[src/rtl/b_lut_seq.sv]
// ---------------------------------------------------------------------------
// b_lut_seq
//   Multi-beat sequencer feeding the combinational b_lut stage (nibble-wise
//   4-bit substitution). A request carries a DWIDTH-bit operand and a 64-bit
//   LUT. The operand is streamed through b_lut one 32-bit slice per cycle and
//   each result is written back in place. The whole operand is substituted
//   PASSES times before the result is offered on the response channel.
//
// Ports
//   clock        in   system clock, all state changes on posedge
//   resetn       in   synchronous reset, active-low (priority over flush)
//   flush        in   synchronous abort back to IDLE (priority over handshakes)
//   req_valid    in   request present
//   req_ready    out  request accepted when high (IDLE only)
//   req_data     in   DWIDTH-bit operand, nibble i indexes the LUT
//   req_lut_lo   in   LUT entries 0..7  (entry i = bits 4i+3:4i)
//   req_lut_hi   in   LUT entries 8..15
//   lut_crs1     out  current 32-bit slice to b_lut (0 outside RUN)
//   lut_crs2     out  latched LUT low half to b_lut
//   lut_crs3     out  latched LUT high half to b_lut
//   lut_result   in   b_lut result, combinational in the same cycle
//   rsp_valid    out  result available (DONE)
//   rsp_ready    in   consumer accepts result
//   rsp_data     out  substituted operand (meaningful while rsp_valid=1)
// ---------------------------------------------------------------------------
module b_lut_seq #(
  parameter int unsigned DWIDTH = 64,
  parameter int unsigned PASSES = 1
) (
  input  logic              clock,
  input  logic              resetn,
  input  logic              flush,
  input  logic              req_valid,
  output logic              req_ready,
  input  logic [DWIDTH-1:0] req_data,
  input  logic [31:0]       req_lut_lo,
  input  logic [31:0]       req_lut_hi,
  output logic [31:0]       lut_crs1,
  output logic [31:0]       lut_crs2,
  output logic [31:0]       lut_crs3,
  input  logic [31:0]       lut_result,
  output logic              rsp_valid,
  input  logic              rsp_ready,
  output logic [DWIDTH-1:0] rsp_data
);

  localparam int unsigned BEATS = DWIDTH / 32;
  localparam int unsigned BW    = (BEATS  > 1) ? $clog2(BEATS)  : 1;
  localparam int unsigned PW    = (PASSES > 1) ? $clog2(PASSES) : 1;

  typedef enum logic [1:0] {
    IDLE = 2'd0,
    RUN  = 2'd1,
    DONE = 2'd2
  } state_t;

  state_t            state;
  state_t            next_state;
  logic [DWIDTH-1:0] work;
  logic [31:0]       tbl_lo;
  logic [31:0]       tbl_hi;
  logic [BW-1:0]     beat_cnt;
  logic [PW-1:0]     pass_cnt;

  logic [31:0]       slice;
  logic              last_beat;
  logic              last_pass;
  logic              accept;

  assign last_beat = (beat_cnt == BW'(BEATS - 1));
  assign last_pass = (pass_cnt == PW'(PASSES - 1));
  assign accept    = req_valid && req_ready;

  // Slice selection as an explicit mux over beats keeps index widths exact.
  always_comb begin
    slice = '0;
    for (int unsigned b = 0; b < BEATS; b++) begin
      if (beat_cnt == BW'(b)) begin
        slice = work[32*b +: 32];
      end
    end
  end

  // State register
  always_ff @(posedge clock) begin
    if (!resetn) begin
      state <= IDLE;
    end else begin
      state <= next_state;
    end
  end

  // Next-state and output decode
  always_comb begin
    next_state = state;
    req_ready  = 1'b0;
    rsp_valid  = 1'b0;
    lut_crs1   = '0;
    case (state)
      IDLE: begin
        req_ready = 1'b1;
        if (req_valid) begin
          next_state = RUN;
        end
      end
      RUN: begin
        lut_crs1 = slice;
        if (last_beat && last_pass) begin
          next_state = DONE;
        end
      end
      DONE: begin
        rsp_valid = 1'b1;
        if (rsp_ready) begin
          next_state = IDLE;
        end
      end
      default: next_state = IDLE;
    endcase
    if (flush) begin
      next_state = IDLE;
    end
  end

  // Datapath: operand, table and beat/pass counters
  always_ff @(posedge clock) begin
    if (!resetn) begin
      work     <= '0;
      tbl_lo   <= '0;
      tbl_hi   <= '0;
      beat_cnt <= '0;
      pass_cnt <= '0;
    end else if (flush) begin
      // Abort keeps the operand and table; only sequencing restarts.
      beat_cnt <= '0;
      pass_cnt <= '0;
    end else begin
      case (state)
        IDLE: begin
          if (accept) begin
            work     <= req_data;
            tbl_lo   <= req_lut_lo;
            tbl_hi   <= req_lut_hi;
            beat_cnt <= '0;
            pass_cnt <= '0;
          end
        end
        RUN: begin
          for (int unsigned b = 0; b < BEATS; b++) begin
            if (beat_cnt == BW'(b)) begin
              work[32*b +: 32] <= lut_result;
            end
          end
          if (last_beat) begin
            beat_cnt <= '0;
            if (!last_pass) begin
              pass_cnt <= pass_cnt + PW'(1);
            end else begin
              pass_cnt <= '0;
            end
          end else begin
            beat_cnt <= beat_cnt + BW'(1);
          end
        end
        default: begin
        end
      endcase
    end
  end

  assign lut_crs2 = tbl_lo;
  assign lut_crs3 = tbl_hi;
  assign rsp_data = work;

endmodule
[config.mk]
export PLATFORM = sky130hd
export DESIGN_NAME = b_lut_seq
export DESIGN_NICKNAME = d
export VERILOG_FILES = /design/src/rtl/b_lut_seq.sv
export SDC_FILE = /design/constraint.sdc
export NUM_CORES = 1
export LEC_CHECK = 0
export CAP_MARGIN = 15
export CORE_AREA = 3 3 127 129
export CTS_BUF_LIST = sky130_fd_sc_hd__clkbuf_4 sky130_fd_sc_hd__clkbuf_8
export CTS_CLUSTER_DIAMETER = 100
export DETAILED_ROUTE_END_ITERATION = 12
export DIE_AREA = 0 0 130 132
export PLACE_DENSITY = 0.79
export RECOVER_POWER = 50
export SLEW_MARGIN = 25
export SYNTH_ARGS = -nofsm -noshare
export SYNTH_HDL_FRONTEND = slang
export SYNTH_SLANG_ARGS = --single-unit
[constraint.sdc]
create_clock -name clock -period 2.8 [get_ports clock]
set_input_delay 0.56 -clock clock [delete_from_list [all_inputs] [get_ports clock]]
set_output_delay 0.56 -clock clock [all_outputs]
set_load 0.02 [all_outputs]
==> results by group, run 1 <==
Outcome
  – Status: complete, no violations

Global route
  – Grt ovf: 0
  – First-pass GRT wire length: 31,000 um
  – Largest net degree at the start of global routing: 65
  – Total GRT Usage: 0.228
  – Vias in the first global route: 5,879
  – Initial antenna violation count: 0

Drt
  – Routed WL: 20,300 um
  – Detail Route Antenna Nets: 0
  – Number of vias per cell: 5.05
  – Residual DRC count: 0
  – Total number of vias: 5,875
  – Post-DR wirelength/cell: 17.5 um
  – DR pass1 iterations: 4
  – 1st-iter DRT viols: 242

Clock network
  – Worst skew pair latency: 0.43 ns
  – Clock root buffer: clkbuf_8
  – Post-CTS Hold Fix Bufs: 0
  – Worst-path clk slew: 0.07 ns
  – Inserted Clock Buffers: 17
  – # clock sinks: 131
  – CTS tree: built
  – Clock Tree Buf Depth: 2
  – Number of gates resized after CTS: 0
  – H-tree Lvls: 4
  – Postcts setup bufs: 0

STA
  – Tightest Pin Transition: 1.25 ns
  – Slew margin rel.: 0.168
  – Fmax: 0.383 GHz
  – RSZ-0062 raised after global routing: false
  – Period Utilization, post-route: 0.934
  – Final worst path period need: 2.61 ns
  – Final count of negative-setup-slack endpoints: 0
  – Clk_skew: 0.0108 ns
  – Hold Fails Final Rpt: 0
  – Post-route setup TNS: 0 ns
  – Final Max Slew Viols: 0
  – Fin Hold WS: 0.456 ns

Yosys
  – Count leader, synth: nand2_1
  – Synth area leader: dfxtp_1
  – Dominant cells by area after synthesis: dfxtp_1 (46%), nand2_1 (11%), a21boi_1 (7.8%)
  – Post-Syn Area: 5750 um2
  – Yosys cell types: 30
  – Synth Warn #: 0
  – Post-synth EDFFs: 0
  – Async SR Flop Fraction: 0
  – Number of synthesized register bits: 131
  – Syn nets: 826
  – Top FF cell, synth: dfxtp_1
  – Average cell area after synthesis: 8.69 um2
  – Synth Instances: 661
  – Post-synth top cells: nand2_1 (161), dfxtp_1 (131), a21oi_1 (64)
  – Post-synth top area share: 0.456
  – Seq/Total Area, Yosys: 0.456

Floorplanning
  – Core area: 15,100 um2
  – Die ar.: 17,200 um2
  – I/O Pins: 327
  – Die span in y: 132 um
  – Row count: 45
  – Initial Util: 0.379
  – Chip Width: 130 um

Worst setup path
  – Crit path launch: state[1]
  – Req. time, crit path: 2.24 ns
  – Critical path endpoint: lut_crs1[29]
  – Cells along the critical path: nand2b_4 -> buf_12 -> nor2_1 -> clkdlybuf4s50_1
  – Crit. End Element: output port
  – Critical Path AT: 2.05 ns
  – R2R Path End: lut_crs3[30]
  – Crit path kind: reg2out
  – Max incr delay on CP: 0.63 ns
  – Worst path slowest cell: clkdlybuf4s50_1
  – R2r startpoint: state[0]
  – Worst R2R Setup Slack: 0.27 ns
  – Worst-path fanout max: 44
  – Worst Reg2Reg Path Length in Cells: 5
  – Startpoint Class: flip-flop

Power
  – Power Dens Cells: 486 nW/um2
  – Peak VDD IR: 0.291 mV
  – Leak: 0.00343 uW
  – Final Power: 4600 uW

Run
  – Max-Cap Viols: 0

Final layout
  – # diodes: 0
  – Filler cells: 1,289
  – Layout area overhead: 64.6%
  – Share of layout cells above drive strength 1: 0.0523
  – Nets@finish: 1,128

Placement
  – PortBufs: 326
  – DP HPWL: 14,300 um
  – Final RePlAce weighted congestion: 0.813

Min path
  – Hold Crit Class: reg2reg
  – Worst hold stages: 2
[state kept, by name (all words and copies together) (netlist names)]
| name | cells |
|---|---|
| beat_cnt | 1 |
| lut_crs2 | 32 |
| lut_crs3 | 32 |
| rsp_data | 64 |
| state | 2 |
[layout make-up]
| class | instances | area [um2] | area share |
|---|---|---|---|
| sequential | 131 | 2620 | 0.277 |
| clock buffer | 21 | 277 | 0.0292 |
| clock inverter | 10 | 133 | 0.0140 |
| timing repair buffer | 343 | 3420 | 0.361 |
| inverter | 2 | 7.51 | 0.000793 |
| tap | 188 | 235 | 0.0249 |
| multi-input combinational | 468 | 2770 | 0.292 |
[power breakdown]
part           leakage, uW  internal, uW  switching [uW]
Combinational      0.00216           491             427
Sequential         0.00107          1960            64.8
Clock             0.000204           936             715
[placed cells by master, fill, tap and decap left out, types with 2 or more instances in the layout]
cell type,instances
and3b_1,33
mux2i_1,32
buf_12,4
clkbuf_1,3
nor2_1,34
clkbuf_4,2
nor2b_1,3
bufinv_16,3
clkdlybuf4s50_1,310
nand2_1,161
a21oi_1,64
clkbuf_8,19
clkbuf_2,2
o22ai_1,32
buf_4,8
dlygate4sd3_1,15
a21boi_1,3
o2bb2ai_1,33
clkinv_2,4
inv_1,2
a21boi_0,62
clkinvlp_4,3
dfxtp_1,130
[cell families (layout without fill, tap and decap cells)]
| logic type | Yosys count | count (layout) | synth area share |
|---|---|---|---|
| AND/OR/NAND/NOR | 239 | 239 | 0.192 |
| AO/OA/AOI/OAI | 196 | 196 | 0.230 |
| flip-flops | 131 | 131 | 0.456 |
| buffers and inverters | 62 | 376 | 0.0636 |
| multiplexers | 33 | 33 | 0.0577 |
[worst min-delay path by stage]
stage                  from           end  slack, ns
4_1_cts        lut_crs2[19]  lut_crs2[19]       0.45
5_1_grt        lut_crs2[29]  lut_crs2[29]       0.47
2_1_floorplan   lut_crs2[0]   lut_crs2[0]       0.53
6_report       lut_crs2[29]  lut_crs2[29]       0.46
3_5_place_dp   lut_crs2[19]  lut_crs2[19]       0.44
3_3_place_gp   lut_crs3[27]  lut_crs3[27]       0.44
[layer usage]
metal  vias up  part of all wire  track usage
met5         -                 0            0
met4         0             0.013       0.0531
met3        16             0.090       0.0952
met2       239              0.49        0.397
met1      2728              0.41        0.257
li1       2892                 -            -
[metrics by stage]
step	utilization	worst slack, ns	instance area [um2]	cells
6_report	0.625	0.186	9460	1163
5_1_grt	0.625	0.0480	9460	1163
4_1_cts	0.627	0.127	9500	1163
3_5_place_dp	0.600	0.509	9090	1132
3_3_place_gp	0.600	0.508	9090	1132
2_1_floorplan	-	0.991	5750	661
[worst max-delay path, delay by kind of cell (launching register included)]
family | cells | cell delay [ns]
flops | 1 | 0.31
simple gates | 2 | 0.42
buf+inv | 2 | 0.88
Note: power is estimated with default switching activity, not from simulation.
==> inputs of run 2 (changes only) <==
Settings changed: REMOVE_ABC_BUFFERS from default to 1.
==> run 2 against run 1 <==
Effect of this change: register-to-register slack worse by 0.02 ns; fmax down 0.63%; final cell count about the same; core utilization about the same; critical endpoint is now lut_crs1[0]; largest cell class unchanged; largest power group unchanged.
==> results by group, run 2 (synthesis results as in run 1) <==
Floorplanning
  – Core area: 15,100 um2 (unchanged)
  – Die span in y: 132 um (unchanged)
  – Initial Util: 0.379 (unchanged)
  – Die ar.: 17,200 um2 (unchanged)
  – I/O Pins: 327 (unchanged)
  – Chip Width: 130 um (unchanged)
  – Row count: 45 (unchanged)

Clock network
  – Clock root buffer: clkbuf_8
  – H-tree Lvls: 4 (unchanged)
  – Worst-path clk slew: 0.08 ns (about the same)
  – Clock Tree Buf Depth: 2 (unchanged)
  – Inserted Clock Buffers: 17 (unchanged)
  – Worst skew pair latency: 0.43 ns (about the same)
  – # clock sinks: 131 (unchanged)
  – Postcts setup bufs: 0 (unchanged)
  – CTS tree: built

STA
  – Slew margin rel.: 0.141 (-0.0266)
  – Post-route setup TNS: 0 ns (unchanged)
  – Fmax: 0.380 GHz (-0.63%)
  – Final worst path period need: 2.63 ns (+0.0165 ns)
  – Hold Fails Final Rpt: 0 (unchanged)
  – Setup ws final: 0.169 ns (-0.0165 ns)
  – Final Max Slew Viols: 0 (unchanged)
  – Tightest Pin Transition: 1.29 ns (+0.0399 ns)
  – RSZ-0062 raised after global routing: false
  – Period Utilization, post-route: 0.940 (+0.00591)
  – Final count of negative-setup-slack endpoints: 0 (unchanged)
  – Clk_skew: 0.0122 ns (+0.00139 ns)

Run
  – Max-Cap Viols: 0 (unchanged)

Power
  – Final Power: 4490 uW (-2.2%)
  – Leak: 0.00347 uW (+1.3%)
  – Peak VDD IR: 0.296 mV (+2.0%)
  – Power Dens Cells: 475 nW/um2 (-2.3%)

Drt
  – Detail Route Antenna Nets: 0 (unchanged)
  – Residual DRC count: 0 (unchanged)
  – Routed WL: 20,800 um (+2.4%)
  – DR pass1 iterations: 7 (+3)
  – Number of vias per cell: 5.15 (+2.0%)
  – Post-DR wirelength/cell: 17.9 um (+2.3%)
  – 1st-iter DRT viols: 280 (+16%)
  – Total number of vias: 5,999 (+2.1%)

Global route
  – Vias in the first global route: 5,711 (-2.9%)
  – Grt ovf: 0 (unchanged)
  – First-pass GRT wire length: 31,400 um (+1.4%)
  – Initial antenna violation count: 0 (unchanged)
  – Total GRT Usage: 0.234 (+0.00588)
  – Largest net degree at the start of global routing: 94 (+45%)

Worst setup path
  – Startpoint Class: flip-flop
  – Worst R2R Setup Slack: 0.25 ns (-0.02 ns)
  – Crit. End Element: output port
  – Critical Path AT: 2.07 ns (+0.02 ns)
  – R2R Path End: lut_crs2[2]
  – Req. time, crit path: 2.24 ns (about the same)
  – R2r startpoint: state[0]
  – Crit path kind: reg2out
  – Worst Reg2Reg Path Length in Cells: 5 (unchanged)
  – Worst-path fanout max: 33 (-25%)

Final layout
  – # diodes: 0 (unchanged)
  – Layout area overhead: 64.8% (about the same)
  – Nets@finish: 1,128 (unchanged)
  – Most common cell after layout, fill and taps aside: clkdlybuf4s50_1
  – Max reg flops: 64 (unchanged)
  – Most frequent cells in the layout: clkdlybuf4s50_1 (298), nand2_1 (161), dfxtp_1 (130)
  – Final cell count without fillers: 1,164 (+0.086%)
  – Share of layout cells above drive strength 1: 0.0574 (+0.00507)
  – Finished Cell Area: 9470 um2 (about the same)

Min path
  – Hold Path Sink: lut_crs2[27]
  – Worst hold stages: 2 (unchanged)
  – Hold Crit Class: reg2reg
  – Hold wc startpoint: lut_crs2[27]

Placement
  – PortBufs: 326 (unchanged)
  – DP HPWL: 14,700 um (+2.7%)
  – Dpl ws: 0.459 ns (-0.0494 ns)
  – Dpl cell area: 9100 um2 (+0.14%)
  – Placed insts: 1,132 (unchanged)
  – Final RePlAce weighted congestion: 0.832 (+2.3%)

Outcome
  – Status: complete, no violations
-- run 2: where the power goes --
| part | switching [uW] | total [uW] | internal, uW | leakage (uW) |
|---|---|---|---|---|
| Clock | 726 | 1550 | 823 | 0.000197 |
| Combinational | 424 | 916 | 492 | 0.00221 |
| Sequential | 67.9 | 2030 | 1960 | 0.00107 |
| Total | 1220 | 4490 | 3280 | 0.00347 |
-- run 2: timing repair --
item                                    in CTS  in global routing
gates resized for setup                      0                  1
hold buffers                                 0                  0
endpoints found under the setup margin       0                  3
-- run 2: worst max path at each step --
stage | start | endpoint | cells after the start
after floorplan | state[1] | lut_crs2[31] | 3
after global routing | state[0] | lut_crs1[7] | 4
final | state[0] | lut_crs1[0] | 4
after global placement | flush | lut_crs2[31] | 5
after CTS | beat_cnt | lut_crs1[11] | 4
after detailed placement | flush | lut_crs2[31] | 5
-- run 2: per-layer routing --
metal  part of all wire  global-route usage  vias up
met5                  0                   0        -
met4              0.017              0.0681        0
met3              0.067              0.0660       21
met2               0.52               0.397      209
met1               0.40               0.286     2869
li1                   -                   -     2900
-- run 2: metrics by stage --
| stage | utilization | hold slack (ns) |
|---|---|---|
| 5_1_grt | 0.625 | 0.465 |
| 6_report | 0.625 | 0.451 |
| 3_5_place_dp | 0.601 | 0.444 |
| 4_1_cts | 0.627 | 0.454 |
| 3_3_place_gp | 0.601 | 0.439 |
| 2_1_floorplan | - | 0.533 |
-- run 2: cell type report --
type	count	area, um2
fillers	1307	5680
flip-flops and latches	131	2630
multi-input cells	468	2770
inverters	2	7.51
clock inverters	9	77.6
well taps	188	235
clock buffers	23	310
repair buffers	343	3440
-- run 2: worst max-delay path, cell delays in order (launching register included) --
cell             delay, ns
dfxtp_1               0.39
nand2b_4              0.23
buf_12                0.25
nor2_1                0.14
clkdlybuf4s50_1       0.62
==> inputs of run 3 (changes only) <==
Settings changed: CORE_AREA 3 3 127 129 to 3 3 125 127, DIE_AREA 0 0 130 132 to 0 0 128 130, DONT_BUFFER_PORTS from default to 1, GPL_TIMING_DRIVEN from default to 0, PLACE_DENSITY 0.79 to default.
==> run 3 against run 2 <==
Effect of this change: non-clock buffer count down 334; combinational power shrank 63%; first-iteration DRC count decreased by 0.71%; flip-flop and latch count did not move; power decreased by 2.1%; sequential share of layout area is 14 points higher; clock power rose by 21%; global-route usage fell by 4.6 points; largest cell class is now multi-input gates; largest power group unchanged.
==> results by group, run 3 (synthesis results as in run 1) <==
STA
  – Tightest Pin Transition: 1.29 ns (+0.00529 ns)
  – Slew margin rel.: 0.138 (-0.00353)
  – Hold Fails Final Rpt: 0 (unchanged)
  – Clk_skew: 0.0135 ns (+0.00136 ns)
  – Period Utilization, post-route: 0.931 (-0.00895)
  – Final Max Slew Viols: 0 (unchanged)
  – Final count of negative-setup-slack endpoints: 0 (unchanged)
  – Fmax: 0.384 GHz (+0.96%)
  – Final worst path period need: 2.61 ns (-0.0251 ns)
  – RSZ-0062 raised after global routing: false

Final layout
  – Most common cell after layout, fill and taps aside: nand2_1
  – Filler cells: 1,454 (+11%)
  – Final cell count without fillers: 826 (-29%)
  – Max reg flops: 64 (unchanged)
  – # diodes: 0 (unchanged)
  – Most frequent cells in the layout: nand2_1 (161), dfxtp_1 (128), a21oi_1 (64)
  – Share of layout cells above drive strength 1: 0.0826 (+0.0252)
  – Post-layout util: 0.434 (-0.191)
  – Layout area overhead: 9.73%
  – Nets@finish: 794 (-30%)

Clock network
  – CTS tree: built
  – Worst-path clk slew: 0.07 ns (about the same)
  – Worst skew pair latency: 0.44 ns (about the same)
  – Clock Tree Buf Depth: 2 (unchanged)
  – Post-CTS Hold Fix Bufs: 0 (unchanged)
  – # clock sinks: 131 (unchanged)
  – H-tree Lvls: 4 (unchanged)
  – Clock root buffer: clkbuf_8
  – Inserted Clock Buffers: 17 (unchanged)

Floorplanning
  – Chip Width: 128 um (-1.5%)
  – Die span in y: 130 um (-1.5%)
  – Die ar.: 16,600 um2 (-3.0%)
  – Initial Util: 0.395 (+0.0160)
  – Core area: 14,500 um2 (-4.0%)
  – I/O Pins: 327 (unchanged)
  – Row count: 44 (-2.2%)

Drt
  – Total number of vias: 4,687 (-22%)
  – Routed WL: 16,900 um (-19%)
  – Residual DRC count: 0 (unchanged)
  – DR pass1 iterations: 4 (-3)
  – Detail Route Antenna Nets: 0 (unchanged)
  – Number of vias per cell: 5.67 (+10%)
  – 1st-iter DRT viols: 278 (-0.71%)
  – Post-DR wirelength/cell: 20.5 um (+14%)

Power
  – Final Power: 4400 uW (-2.1%)
  – Power Dens Cells: 697 nW/um2 (+47%)
  – Leak: 0.00224 uW (-36%)
  – Peak VDD IR: 0.282 mV (-4.8%)

Global route
  – Vias in the first global route: 4,491 (-21%)
  – Total GRT Usage: 0.187 (-0.0463)
  – First-pass GRT wire length: 24,300 um (-23%)
  – Initial antenna violation count: 0 (unchanged)
  – Grt ovf: 0 (unchanged)
  – Largest net degree at the start of global routing: 102 (+8.5%)

Placement
  – DP HPWL: 11,900 um (-19%)
  – PortBufs: 0 (-100%)
  – Placed insts: 793 (-30%)
  – Final RePlAce weighted congestion: 0.805 (-3.2%)

Worst setup path
  – Startpoint Class: flip-flop
  – Worst-path fanout max: 60 (+82%)
  – Critical Path AT: 2.05 ns (-0.02 ns)
  – Crit path kind: reg2out
  – Crit. End Element: output port
  – Req. time, crit path: 2.24 ns (about the same)

Outcome
  – Status: complete, no violations

Min path
  – Hold Crit Class: in2reg

Run
  – Max-Cap Viols: 0 (unchanged)
## run 3: repair_timing
action,4_1_cts,5_1_grt
setup buffers,0,1
endpoints found under the setup margin,23,18
endpoints found under the hold margin,0,0
resized for setup,2,0
## run 3: cell type report
type	instances	area, um2	share of cell area
Sequential cell	131	2630	0.418
Tap cell	184	230	0.0365
Clock buffer	18	248	0.0393
Timing Repair Buffer	9	164	0.0260
Clock inverter	14	225	0.0357
Inverter	2	7.51	0.00119
Multi-Input combinational cell	468	2800	0.444
## run 3: path summary, 6_finish.rpt
kind                                   start            to  slack, ns  depth (start not counted)
worst max-delay path                state[1]  lut_crs1[17]       0.19                          3
worst min-delay path                   flush      beat_cnt       0.19                          1
worst max register to register      state[1]   lut_crs3[0]       0.55                          7
worst min register to register  lut_crs3[20]  lut_crs3[20]       0.56                          2
## run 3: layer usage
layer  global-route usage  wire [um]  share of wire  up-vias
li1                     -          -              -     2237
met1                0.227       6870           0.41     2222
met2                0.315       8560           0.51      203
met3               0.0594       1190          0.071       25
met4               0.0668        274          0.016        0
met5                    0          0              0        -
## run 3: power breakdown
part | total (uW) | internal [uW] | switching (uW)
clock network | 1880 | 1100 | 782
registers | 2180 | 1960 | 219
logic | 340 | 148 | 192
## run 3: per-stage QoR
stage	hold WS, ns	TNS, ns	instance area (um2)	worst slack (ns)
6_report	0.186	0	6310	0.194
5_1_grt	0.139	0	6310	0.0412
4_1_cts	0.140	0	6280	0.0734
3_3_place_gp	0.547	-297.64	5620	-2.50
2_1_floorplan	0.533	-87.08	5390	-0.783
3_5_place_dp	0.549	0	5800	0.270
## run 3: critical path, cell delays in order, from the launching register on
cell and delay, ns:
dfxtp_4 0.63, nand2b_4 0.47, buf_12 0.30, nor2_1 0.18
